`config.mk`:
```
export PLATFORM = sky130hd
export DESIGN_NAME = rv_multicycle_ctrl
export DESIGN_NICKNAME = d
export VERILOG_FILES = /design/src/rtl/rv_multicycle_ctrl.sv
export SDC_FILE = /design/constraint.sdc
export NUM_CORES = 1
export LEC_CHECK = 0
export CORE_MARGIN = 2
export CORE_UTILIZATION = 57
export CTS_CLUSTER_DIAMETER = 60
export DETAILED_ROUTE_END_ITERATION = 8
export PLACE_DENSITY = 0.82
export SLEW_MARGIN = 20
export SYNTH_ARGS = -nofsm -noshare
export SYNTH_HDL_FRONTEND = slang
export SYNTH_SLANG_ARGS = --single-unit
```
`constraint.sdc`:
```
create_clock -name clk -period 8.7 [get_ports clk]
set_input_delay 1.74 -clock clk [delete_from_list [all_inputs] [get_ports clk]]
set_output_delay 1.74 -clock clk [all_outputs]
set_load 0.01 [all_outputs]
```
`src/rtl/rv_multicycle_ctrl.sv`:
```
`default_nettype none
// ============================================================================
// rv_multicycle_ctrl : multi-cycle fetch/decode/execute/write-back sequencer
//                      for a minimal RV32I subset with an iterative shifter.
// Revision: 1.0
// ============================================================================
module rv_multicycle_ctrl #(
  parameter logic [31:0] RESET_PC = 32'h0000_0000
) (
  input  logic        clk,
  input  logic        reset,
  output logic        imem_req,
  output logic [31:0] imem_addr,
  input  logic        imem_ack,
  input  logic [31:0] imem_rdata,
  output logic [4:0]  rf_raddr1,
  output logic [4:0]  rf_raddr2,
  input  logic [31:0] rf_rdata1,
  input  logic [31:0] rf_rdata2,
  output logic        rf_we,
  output logic [4:0]  rf_waddr,
  output logic [31:0] rf_wdata,
  output logic [31:0] pc,
  output logic        illegal
);

  localparam logic [6:0] c_OPC_OP     = 7'b0110011;
  localparam logic [6:0] c_OPC_OP_IMM = 7'b0010011;
  localparam logic [6:0] c_OPC_BRANCH = 7'b1100011;
  localparam logic [6:0] c_OPC_LUI    = 7'b0110111;
  localparam logic [6:0] c_F7_ZERO    = 7'b0000000;
  localparam logic [6:0] c_F7_ALT     = 7'b0100000;

  typedef enum logic [2:0] {
    S_FETCH  = 3'd0,
    S_DECODE = 3'd1,
    S_EXEC   = 3'd2,
    S_SHIFT  = 3'd3,
    S_WB     = 3'd4,
    S_TRAP   = 3'd5
  } state_t;

  typedef enum logic [3:0] {
    OP_NONE = 4'd0,
    OP_ADD  = 4'd1,
    OP_SUB  = 4'd2,
    OP_ADDI = 4'd3,
    OP_SLLI = 4'd4,
    OP_SRLI = 4'd5,
    OP_SRAI = 4'd6,
    OP_BEQ  = 4'd7,
    OP_BNE  = 4'd8,
    OP_LUI  = 4'd9
  } op_t;

  state_t      r_state;
  op_t         r_op;
  logic [31:0] r_pc;
  logic [31:0] r_ir;
  logic [31:0] r_a;
  logic [31:0] r_b;
  logic [31:0] r_imm_i;
  logic [31:0] r_imm_b;
  logic [31:0] r_imm_u;
  logic [31:0] r_result;
  logic [31:0] r_target;
  logic [4:0]  r_cnt;
  logic        r_taken;
  logic        r_rf_we;
  logic        r_illegal;

  op_t         w_op;
  logic [6:0]  w_opcode;
  logic [2:0]  w_funct3;
  logic [6:0]  w_funct7;
  logic [4:0]  w_shamt;
  logic [4:0]  w_rd;
  logic        w_dec_shift;
  logic        w_is_branch;

  assign w_opcode = r_ir[6:0];
  assign w_funct3 = r_ir[14:12];
  assign w_funct7 = r_ir[31:25];
  assign w_shamt  = r_ir[24:20];
  assign w_rd     = r_ir[11:7];

  // Exact-match decoder; the funct7 check on shifts also rejects ir[25]=1.
  always_comb begin
    w_op = OP_NONE;
    case (w_opcode)
      c_OPC_OP: begin
        if (w_funct3 == 3'b000 && w_funct7 == c_F7_ZERO) w_op = OP_ADD;
        else if (w_funct3 == 3'b000 && w_funct7 == c_F7_ALT) w_op = OP_SUB;
      end
      c_OPC_OP_IMM: begin
        if (w_funct3 == 3'b000) w_op = OP_ADDI;
        else if (w_funct3 == 3'b001 && w_funct7 == c_F7_ZERO) w_op = OP_SLLI;
        else if (w_funct3 == 3'b101 && w_funct7 == c_F7_ZERO) w_op = OP_SRLI;
        else if (w_funct3 == 3'b101 && w_funct7 == c_F7_ALT) w_op = OP_SRAI;
      end
      c_OPC_BRANCH: begin
        if (w_funct3 == 3'b000) w_op = OP_BEQ;
        else if (w_funct3 == 3'b001) w_op = OP_BNE;
      end
      c_OPC_LUI: w_op = OP_LUI;
      default: w_op = OP_NONE;
    endcase
  end

  assign w_dec_shift = (w_op == OP_SLLI) || (w_op == OP_SRLI) || (w_op == OP_SRAI);
  assign w_is_branch = (r_op == OP_BEQ) || (r_op == OP_BNE);

  always_ff @(posedge clk or posedge reset) begin
    if (reset) begin
      r_state   <= S_FETCH;
      r_op      <= OP_NONE;
      r_pc      <= RESET_PC;
      r_ir      <= 32'd0;
      r_a       <= 32'd0;
      r_b       <= 32'd0;
      r_imm_i   <= 32'd0;
      r_imm_b   <= 32'd0;
      r_imm_u   <= 32'd0;
      r_result  <= 32'd0;
      r_target  <= 32'd0;
      r_cnt     <= 5'd0;
      r_taken   <= 1'b0;
      r_rf_we   <= 1'b0;
      r_illegal <= 1'b0;
    end else begin
      r_rf_we <= 1'b0;
      case (r_state)
        S_FETCH: begin
          if (imem_ack) begin
            r_ir    <= imem_rdata;
            r_state <= S_DECODE;
          end
        end
        S_DECODE: begin
          r_a      <= rf_rdata1;
          r_b      <= rf_rdata2;
          r_result <= rf_rdata1;
          r_imm_i  <= {{20{r_ir[31]}}, r_ir[31:20]};
          r_imm_b  <= {{19{r_ir[31]}}, r_ir[31], r_ir[7], r_ir[30:25], r_ir[11:8], 1'b0};
          r_imm_u  <= {r_ir[31:12], 12'd0};
          r_op     <= w_op;
          r_cnt    <= w_shamt;
          if (w_op == OP_NONE) begin
            r_illegal <= 1'b1;
            r_state   <= S_TRAP;
          end else if (w_dec_shift && w_shamt != 5'd0) begin
            r_state <= S_SHIFT;
          end else begin
            r_state <= S_EXEC;
          end
        end
        S_EXEC: begin
          case (r_op)
            OP_ADD:  r_result <= r_a + r_b;
            OP_SUB:  r_result <= r_a - r_b;
            OP_ADDI: r_result <= r_a + r_imm_i;
            OP_LUI:  r_result <= r_imm_u;
            default: r_result <= r_a;
          endcase
          r_taken  <= (r_op == OP_BEQ) ? (r_a == r_b) : (r_a != r_b);
          r_target <= r_pc + r_imm_b;
          r_rf_we  <= !w_is_branch && (w_rd != 5'd0);
          r_state  <= S_WB;
        end
        S_SHIFT: begin
          case (r_op)
            OP_SLLI: r_result <= {r_result[30:0], 1'b0};
            OP_SRAI: r_result <= {r_result[31], r_result[31:1]};
            default: r_result <= {1'b0, r_result[31:1]};
          endcase
          r_cnt <= r_cnt - 5'd1;
          if (r_cnt == 5'd1) begin
            r_rf_we <= (w_rd != 5'd0);
            r_state <= S_WB;
          end
        end
        S_WB: begin
          // A taken branch to a non-word-aligned target traps with pc frozen.
          if (w_is_branch && r_taken) begin
            if (r_target[1]) begin
              r_illegal <= 1'b1;
              r_state   <= S_TRAP;
            end else begin
              r_pc    <= r_target;
              r_state <= S_FETCH;
            end
          end else begin
            r_pc    <= r_pc + 32'd4;
            r_state <= S_FETCH;
          end
        end
        S_TRAP: r_state <= S_TRAP;
        default: begin
          r_illegal <= 1'b1;
          r_state   <= S_TRAP;
        end
      endcase
    end
  end

  // Request is qualified by reset so it stays low while reset is held.
  assign imem_req  = (r_state == S_FETCH) && !reset;
  assign imem_addr = r_pc;
  assign rf_raddr1 = r_ir[19:15];
  assign rf_raddr2 = r_ir[24:20];
  assign rf_we     = r_rf_we;
  assign rf_waddr  = w_rd;
  assign rf_wdata  = r_result;
  assign pc        = r_pc;
  assign illegal   = r_illegal;

endmodule
`default_nettype wire

```
Word-level counts from Yosys, hierarchy flattened
Cells that the tools add are included.
{ "word_totals": {"output_inout_bits": 114, "latch_bits": 0, "mem_bits_rw": 0, "n_memories": 0, "inputBits": 99, "mem_bits_ro": 0, "reg_bits": 251} }
{ "classes": {"bitwise_logic": 1, "n_shift": 0, "order_cmp": 0, "n_mux": 29, "multipliers": 0, "reduce_logical": 28, "eq_ne": 33, "n_div": 0, "addsub": 6} }
{ "ops": {"columns": ["operator", "count"], "rows": [
  ["case mux 32 bit (4 select lines)", 1],
  ["adder 32 bit", 3],
  ["case mux 32 bit (3 select lines)", 1],
  ["2-to-1 mux 32 bit", 2],
  ["case mux 32 bit (2 select lines)", 1],
  ["adder 32 x 3 -> 32 bit, second input constant", 1],
  ["equality test 32 bit", 1],
  ["!= test 32 bit", 1],
  ["subtractor 32 bit", 1],
  ["2-to-1 mux 3 bit", 9],
  ["equality test 4 x 3 -> 1 bit, second input constant", 6],
  ["equality test 7 x 6 -> 1 bit, second input constant", 3],
  ["case mux 4 bit (4 select lines)", 1],
  ["case mux 3 bit (5 select lines)", 1],
  ["!= test 2 bit, second input constant", 7],
  ["case mux 5 bit (2 select lines)", 1],
  ["nonzero test 5 bit", 2],
  ["equality test 3 bit, second input constant", 3],
  ["logical AND 1 bit", 9],
  ["equality test 4 x 2 -> 1 bit, second input constant", 2],
  ["equality test 4 bit, second input constant", 2],
  ["2-to-1 mux 4 bit", 2],
  ["AND reduction 2 bit", 4],
  ["equality test 7 x 5 -> 1 bit, second input constant", 1],
  ["20 further kinds", 32]
]} }

Logic depth before layout (Yosys ltp)
Gate-level depths: netlist (run 1).
{ "depth": {"word_depth": 14, "mapped_depth": 19} }

Worst setup path before layout (run 1)
No wires, ideal clock.
{ "synth_timing": {"path_kind": "input -> output", "startpoint": "input reset", "endpoint": "output imem_req", "arrival_time_ps": 2093, "setup_slack_ps": 4867, "path_stages": 1, "path_cell_list": "nor4_1"} }
{ "synth_between": {"elab_chain_len": 2} }
{ "synth_rtl": {"columns": ["item", "line_no", "source"], "rows": [
  ["from (decl)", "11", "input logic reset,"],
  ["zero test 1 bit", "207", "assign imem_req = (r_state == S_FETCH) && !reset;"],
  ["logical AND 1 bit", "207", null],
  ["to (decl)", "12", "output logic imem_req,"]
]} }
No other way between the ends.

Final worst setup path (run 1)
{ "layout_timing": {"startpoint": "register r_op[2]", "endpoint": "register r_result[24], in the netlist rf_wdata[24]"} }
{ "layout_between": {"elab_chain_len": 3} }
{ "layout_rtl": {"columns": ["item", "line_no", "source"], "rows": [
  ["from (decl)", "57", "op_t r_op;"],
  ["from (signal assigned)", "146", "r_op <= w_op;"],
  ["equality test 4 bit, or another cell as far along", "158", "case (r_op)"],
  ["case mux 32 bit (4 select lines) or case mux 32 bit (2 select lines) (tied branches)", "158, 171", null],
  ["case mux 32 bit (3 select lines) (*)", "132", "case (r_state)"],
  ["to (signal assigned)", "159", "OP_ADD: r_result <= r_a + r_b;"],
  ["to (signal assigned)", "160", "OP_SUB: r_result <= r_a - r_b;"],
  ["to (signal assigned)", "161", "OP_ADDI: r_result <= r_a + r_imm_i;"],
  ["to (decl)", "65", "logic [31:0] r_result;"]
]} }
Mark *: on every way between the ends. The rest lies on a longest branch, timed or not.
A chain may end at the register's enable or synchronous reset.

==> results of run 1 <==
-- where the power goes --
group	internal (W)	total [W]	switching (W)
Combinational	0.000256	0.000577	0.000321
Sequential	0.00112	0.00119	0.0000672
Clock	0.000707	0.00121	0.000501
Total	0.00208	0.00297	0.000889
-- sequential cells by signal, summed over array words and instances (netlist names) --
name	flops
r_taken	1
illegal	1
r_op	4
r_imm_u	8
r_imm_b	5
r_state	3
r_ir	32
r_a	32
r_imm_i	12
rf_we	1
imem_addr	31
r_target	32
r_b	32
rf_wdata	32
r_cnt	5
-- per-stage QoR --
stage / hold WS (ns) / instances / area, sq um
floorplan: 0.4386 / 2036 / 16360
global placement: 0.4526 / 2490 / 18350
detailed placement: 0.4595 / 2490 / 18350
CTS: 0.4707 / 2541 / 19310
global route: 0.5040 / 2541 / 19310
finish: 0.4740 / 2541 / 19310
-- cell type report --
class / count / area share [%]
sequential: 231 / 29.94
tap: 384 / 2.488
multi-input combinational: 1584 / 49.66
clock buffer: 37 / 4.115
timing repair buffer: 233 / 11.78
inverter: 58 / 1.166
clock inverter: 14 / 0.8488
-- cells in the mapped netlist, types with 16 or more instances --
library cell  number
buf_4             48
o22ai_1           26
nor3_1            24
o21ai_0          168
xnor2_1           54
ha_1             101
a21oi_1          163
nand4_1           21
a31oi_1           23
clkbuf_1         109
a211oi_1          20
o21ai_1           16
nor2_1           100
mux2_2            43
nand3_1           47
inv_1             58
a21o_1            49
nand2_1          457
nand2b_1          17
xor2_1            30
dfrtp_1          231
-- routing by layer --
metal / GRT usage, % / up-vias / part of all wire (%)
li1: - / 7361 / -
met1: 45.57 / 7634 / 40
met2: 55.77 / 879 / 45
met3: 7.675 / 196 / 9.8
met4: 18.22 / 0 / 5.6
met5: 0 / - / 0
-- kinds of logic (layout without fill, tap and decap cells) --
family / count (synthesis) / after routing / synth area share (%)
AOI/OAI and AO/OA: 600 / 600 / 22.73
xor gates and xnor gates: 84 / 84 / 4.499
adders and majority gates: 103 / 103 / 7.973
buffers and inverters: 221 / 342 / 6.175
DFF: 231 / 231 / 35.35
muxes: 53 / 53 / 3.573
other: 1 / 2 / 0.02293
and+or+nand+nor: 742 / 742 / 19.68
-- path summary, 6_finish.rpt --
check,startpoint,to,slack (ns),depth (start not counted)
max in group asynchronous,reset,rf_wdata[20]$_DFFE_PP0P_,5.60,3
setup / recovery,r_op[2]$_DFFE_PP0P_,rf_wdata[24]$_DFFE_PP0P_,3.69,14
setup reg to reg,r_op[2]$_DFFE_PP0P_,rf_wdata[24]$_DFFE_PP0P_,3.69,14
hold / removal,r_imm_b[1]$_DFFE_PP0P_,r_target[1]$_DFFE_PP0P_,0.47,2
min in group asynchronous,reset,rf_wdata[3]$_DFFE_PP0P_,1.72,2
hold reg to reg,r_imm_b[1]$_DFFE_PP0P_,r_target[1]$_DFFE_PP0P_,0.47,2
-- tightest hold or removal path: stages (launching register included) --
cell and delay, ns:
dfrtp_1 0.34, nand2_1 0.05, nand2_1 0.05
-- cell usage in the layout (no fill, tap or decap), types with 30 or more instances in the layout --
cell | Yosys | layout
a21o_1 | 49 | 49
nor2_1 | 100 | 99
mux2_2 | 43 | 43
inv_1 | 58 | 57
nand2_1 | 457 | 457
nand3_1 | 47 | 47
ha_1 | 101 | 101
a21oi_1 | 163 | 163
dfrtp_1 | 231 | 230
clkdlybuf4s50_1 | 0 | 210
xnor2_1 | 54 | 54
o21ai_0 | 168 | 168
xor2_1 | 30 | 30
==> impl_metrics.tcl, run 1 <==
set metrics [dict create \
    outcome "finished, final reports clean" \
    clock_skew_ns 0.01677 \
    ir_worst_vdd_uv 149.5 \
    critPathRequiredTime_ns 9.14 \
    routedWlPerCell_um 21.20 \
    antenna_found_initial 0 \
    multi_input_area_sq_mm 0.009589 \
    cts_tree "yes" \
    clock_latency_ns 0.57 \
    power_density_mw_per_mm2 153.9 \
    postLayoutCoreUtil_pct 67.83 \
    cp_num_buf_inv 0 \
    startpoint_type "register" \
    gp_congestion 0.9841 \
    cts_resized 0 \
    fin_crit_ns 5.008 \
    grt_first_pass_wirelength_mm 84.73 \
    path_clk_slew_ns 0.06 \
    antenna_left 0 \
    wirelength_mm 53.87 \
    regArea_sq_mm 0.005782 \
    dieHeight_um 173.4 \
    synth_edf_count 0 \
    coreArea_sq_mm 0.02847 \
    grt_max_degree 115 \
    ys_seq_area_share_pct 35.35 \
    pre_cts_ws_ns 3.852 \
    via_per_inst 6.324 \
    synth.area.top_cells "dfrtp_1, nand2_1, ha_1" \
    h-tree-depth 1 \
    netlist-cell-type-count 70 \
    synth-seq-cells 231 \
    first_iter_violations 1718 \
    setup_viol 0 \
    port_buffers 210 \
    grt_usage_pct 35.24 \
    crit_type "reg2reg" \
    synth_top_area_share_pct 35.35 \
    rsz0062_at_grt "no" \
    firstDrtPassIters 6 \
    syn_avg_cell_area_sq_um 8.035 \
    cp-end-kind "register" \
    critPathArrivalTime_ns 5.44 \
    cts_made_buffers 28 \
    vias 16070 \
    critical_path.slowest_cell "nand3_1" \
    yosys.area.top_type "dfrtp_1" \
    finalCritPeriodShare_pct 57.56 \
    ctsHoldBuffers 0 \
    worst_pin_slew_ns 1.041 \
    final_max_slew_viol_count 0 \
    fmax_mhz 199.7 \
    hp-class "reg2reg" \
    die_w_um 173.4 \
    setup_ws_ns 3.692 \
    total_power_w 0.002972 \
    syn2layout_area_growth_pct 18.09 \
    maxCapViolations 0 \
    nets 2338 \
    dieArea_sq_mm 0.03006 \
    cts.sinks 231 \
    num_rows 62 \
    synth_flop_cell "dfrtp_1" \
    drive_gt1_share_pct 6.073 \
    critPathTopFamily "simple AND/OR/NAND/NOR gates" \
    start_util_pct 57.44 \
    critPathMaxStageDelay_ns 0.88 \
    cts_root_buffer "clkbuf_16" \
    grt-ovfl-total 0 \
    n_antenna_cell 0 \
    power.leakage_nw 8.764 \
    synth_warnings 0 \
    path_cells "nor2_1, and2_1, nand3_1, nand2_1, ha_1, a21oi_1, o21ai_0, a31o_2, a31o_2, a211oi_1, nor3b_1, a21oi_1, o32a_1, nand3_1" \
    grt_pass1_vias 15497 \
    post-cts-setup-buffers 0 \
    async_reset_ff_share_pct 100.0 \
    post-dp-hpwl_mm 38.33 \
    path_max_fanout 20 \
    syn_inst 2035 \
    fin_setup_tns_ns 0 \
    max-slew-margin-rel_pct 30.59 \
    drcViolationCount 0 \
    clock_path_buffers 3 \
    synth_area_sq_mm 0.01635 \
    finalHoldViolations 0 \
    fill_cells 2312 \
    io_pins 213 \
]
(Power assumes the default switching activity.)
==> run 2: changes to the inputs <==
--- a/config.mk
+++ b/config.mk
@@ -6,10 +6,10 @@
 export NUM_CORES = 1
 export LEC_CHECK = 0
 export CORE_MARGIN = 2
-export CORE_UTILIZATION = 57
+export CORE_UTILIZATION = 51
 export CTS_CLUSTER_DIAMETER = 60
 export DETAILED_ROUTE_END_ITERATION = 8
-export PLACE_DENSITY = 0.82
+export PLACE_DENSITY = 0.78
 export SLEW_MARGIN = 20
 export SYNTH_ARGS = -nofsm -noshare
 export SYNTH_HDL_FRONTEND = slang
==> constraint.sdc (replaced) <==
create_clock -name clk -period 4.2 [get_ports clk]
set_input_delay 0.84 -clock clk [delete_from_list [all_inputs] [get_ports clk]]
set_output_delay 0.84 -clock clk [all_outputs]
set_load 0.01 [all_outputs]
==> run 2 against run 1 <==
Net effect: clock skew fell by 0.0057 ns; die area increased by 11%; sequential power rose by 110%; global-route usage down 3.1 points; worst hold slack improved by 0.0053 ns; design area grew 1.3%; critical endpoint is now rf_wdata[31]$_DFFE_PP0P_; highest routed layer unchanged.
==> impl_metrics.tcl, run 2 (synthesis results as in run 1) <==
set metrics [dict create \
    cts.sinks 231 \
    clock_latency_ns 0.57 \
    antenna_found_initial 1 \
    critPathArrivalTime_ns 4.43 \
    cp-end-kind "register" \
    grt_usage_pct 32.15 \
    dieHeight_um 183.1 \
    die_w_um 183.1 \
    cp_num_buf_inv 1 \
    nets 2353 \
    min-delay-start "r_target[12]$_DFFE_PP0P_" \
    final_common_cell "nand2_1" \
    syn2layout_area_growth_pct 19.67 \
    drive_gt1_share_pct 7.034 \
    worst_pin_slew_ns 1.160 \
    post-cts-setup-buffers 0 \
    r2r_start "r_op[3]$_DFFE_PP0P_" \
    dieArea_sq_mm 0.03351 \
    routedWlPerCell_um 21.14 \
    port_buffers 210 \
    critPathTopFamily "compound AO/OA/AOI/OAI gates" \
    layout_common_cells "nand2_1, dfrtp_1, clkdlybuf4s50_1" \
    critPathRequiredTime_ns 4.68 \
    coreArea_sq_mm 0.03156 \
    max-slew-margin-rel_pct 22.64 \
    maxCapViolations 0 \
    critPathMaxStageDelay_ns 0.46 \
    vias 16110 \
    path_max_fanout 10 \
    cts_root_buffer "clkbuf_16" \
    p_sw_w 0.001876 \
    cts_resized 0 \
    critical_path.slowest_cell "dfrtp_1" \
    gp_congestion 0.9645 \
    power.leakage_nw 8.883 \
    antenna_left 0 \
    combPwrFrac_pct 18.8 \
    regArea_sq_mm 0.005782 \
    fin_crit_ns 3.952 \
    startpoint_type "register" \
    start_util_pct 51.82 \
    clock_skew_ns 0.01105 \
    switching_share_pct 29.45 \
    cellInternalPower_w 0.004494 \
    grt-ovfl-total 0 \
    final_max_slew_viol_count 0 \
    outcome "finished, final reports clean" \
    cts_tree "yes" \
    num_rows 65 \
    h-tree-depth 1 \
    wirelength_mm 54.50 \
    drcViolationCount 0 \
    fin_setup_tns_ns 0 \
    power_density_mw_per_mm2 325.5 \
    hp-class "reg2reg" \
    cts_made_buffers 30 \
    finalHoldViolations 0 \
    seq_power_share_pct 38.6 \
    reg2reg_to "rf_wdata[31]$_DFFE_PP0P_" \
    holdPathStages 2 \
    fmax_mhz 253.0 \
    ir_worst_vdd_uv 377.4 \
    grt_max_degree 121 \
    grt_pass1_vias 15334 \
    multi_input_area_sq_mm 0.009600 \
    first_iter_violations 1622 \
    reg2regPathDepth 15 \
    post-dp-hpwl_mm 40.24 \
    firstDrtPassIters 6 \
    total_power_w 0.006370 \
    holdPathEnd "r_target[12]$_DFFE_PP0P_" \
    ctsHoldBuffers 0 \
    via_per_inst 6.249 \
    fill_cells 2807 \
    path_cells "nor2_1, and2_1, nand2_1, buf_4, mux2_2, ha_1, nand4_1, a211oi_1, o211ai_1, a31oi_1, nand2_1, a221oi_1, xnor2_1, or3_1, o211ai_1" \
    path_clk_slew_ns 0.06 \
    grt_first_pass_wirelength_mm 85.13 \
    crit_type "reg2reg" \
    clock_path_buffers 3 \
    setup_viol 0 \
    clkPwrFrac_pct 42.5 \
    rsz0062_at_grt "no" \
    io_pins 213 \
    reg2reg_setup_slack_ns 0.25 \
    finalCritPeriodShare_pct 94.10 \
]
==> run 2: changes by cell type in the layout (fill, tap and decap cells not counted), moves of 2 or more <==
| cell | before | now |
|---|---|---|
| buf_12 | 0 | 3 |
| buf_4 | 23 | 33 |
| bufinv_16 | 2 | 4 |
| clkbuf_1 | 3 | 1 |
| clkbuf_16 | 28 | 31 |
| clkbuf_8 | 6 | 2 |
| clkinv_2 | 6 | 9 |
| clkinvlp_4 | 2 | 4 |
| inv_6 | 1 | 3 |
==> run 2: power groups by stage <==
stage                     Combinational [W]  Sequential, W  Clock [W]
after floorplan                    0.000787        0.00244          0
after global placement              0.00116        0.00249          0
after detailed placement            0.00117        0.00249          0
after CTS                           0.00118        0.00246    0.00273
after global routing                0.00131        0.00247    0.00284
final                               0.00120        0.00246    0.00271
==> run 2: metal layers <==
metal / vias to the layer above / wire [um] / global-route usage, %
li1: 7414 / - / -
met1: 7740 / 22360 / 42.67
met2: 827 / 24990 / 51.94
met3: 129 / 4919 / 6.454
met4: 0 / 2228 / 12.42
met5: - / 0 / 0
==> run 2: how the worst max path moves through the flow <==
stage / start / endpoint / slack, ns / cells past startpoint
5_1_grt: r_op[2]$_DFFE_PP0P_ / rf_wdata[26]$_DFFE_PP0P_ / 0.02 / 15
2_1_floorplan: reset / illegal$_DFFE_PP0P_ / 0.34 / 1
6_report: r_op[3]$_DFFE_PP0P_ / rf_wdata[31]$_DFFE_PP0P_ / 0.25 / 15
3_5_place_dp: r_op[2]$_DFFE_PP0P_ / rf_wdata[25]$_DFFE_PP0P_ / 0.15 / 15
3_3_place_gp: r_op[2]$_DFFE_PP0P_ / rf_wdata[25]$_DFFE_PP0P_ / 0.29 / 15
4_1_cts: r_op[3]$_DFFE_PP0P_ / rf_wdata[25]$_DFFE_PP0P_ / 0.12 / 15
==> run 2: worst reg2reg max path, delay by kind of cell, from the launching register on <==
kind | cells | cell delay (ns)
mux | 1 | 0.37
simple gates | 6 | 1.12
fa+ha+maj | 1 | 0.37
buf+inv | 1 | 0.25
flops | 1 | 0.46
compound gates | 5 | 1.20
xor+xnor | 1 | 0.11
==> run 2: final cells by class <==
| cell class | instances | area share [%] |
|---|---|---|
| antenna | 1 | 0.01279 |
| clock buffer | 34 | 4.124 |
| clock inverter | 22 | 1.240 |
| inverter | 58 | 1.132 |
| multi-input combinational | 1584 | 49.06 |
| sequential | 231 | 29.55 |
| tap | 402 | 2.570 |
| timing repair buffer | 246 | 12.31 |
==> run 2: per-stage QoR <==
step | hold WS (ns) | cells | utilization [%] | cell area [sq um] | setup slack (ns)
global placement | 0.4566 | 2521 | 58.64 | 18510 | 0.2924
floorplan | 0.4386 | 2036 | - | 16360 | 0.3381
finish | 0.4792 | 2578 | 62.01 | 19570 | 0.2478
detailed placement | 0.4669 | 2521 | 58.64 | 18510 | 0.1516
global route | 0.5101 | 2578 | 62.01 | 19570 | 0.01877
CTS | 0.4825 | 2577 | 61.97 | 19560 | 0.1222
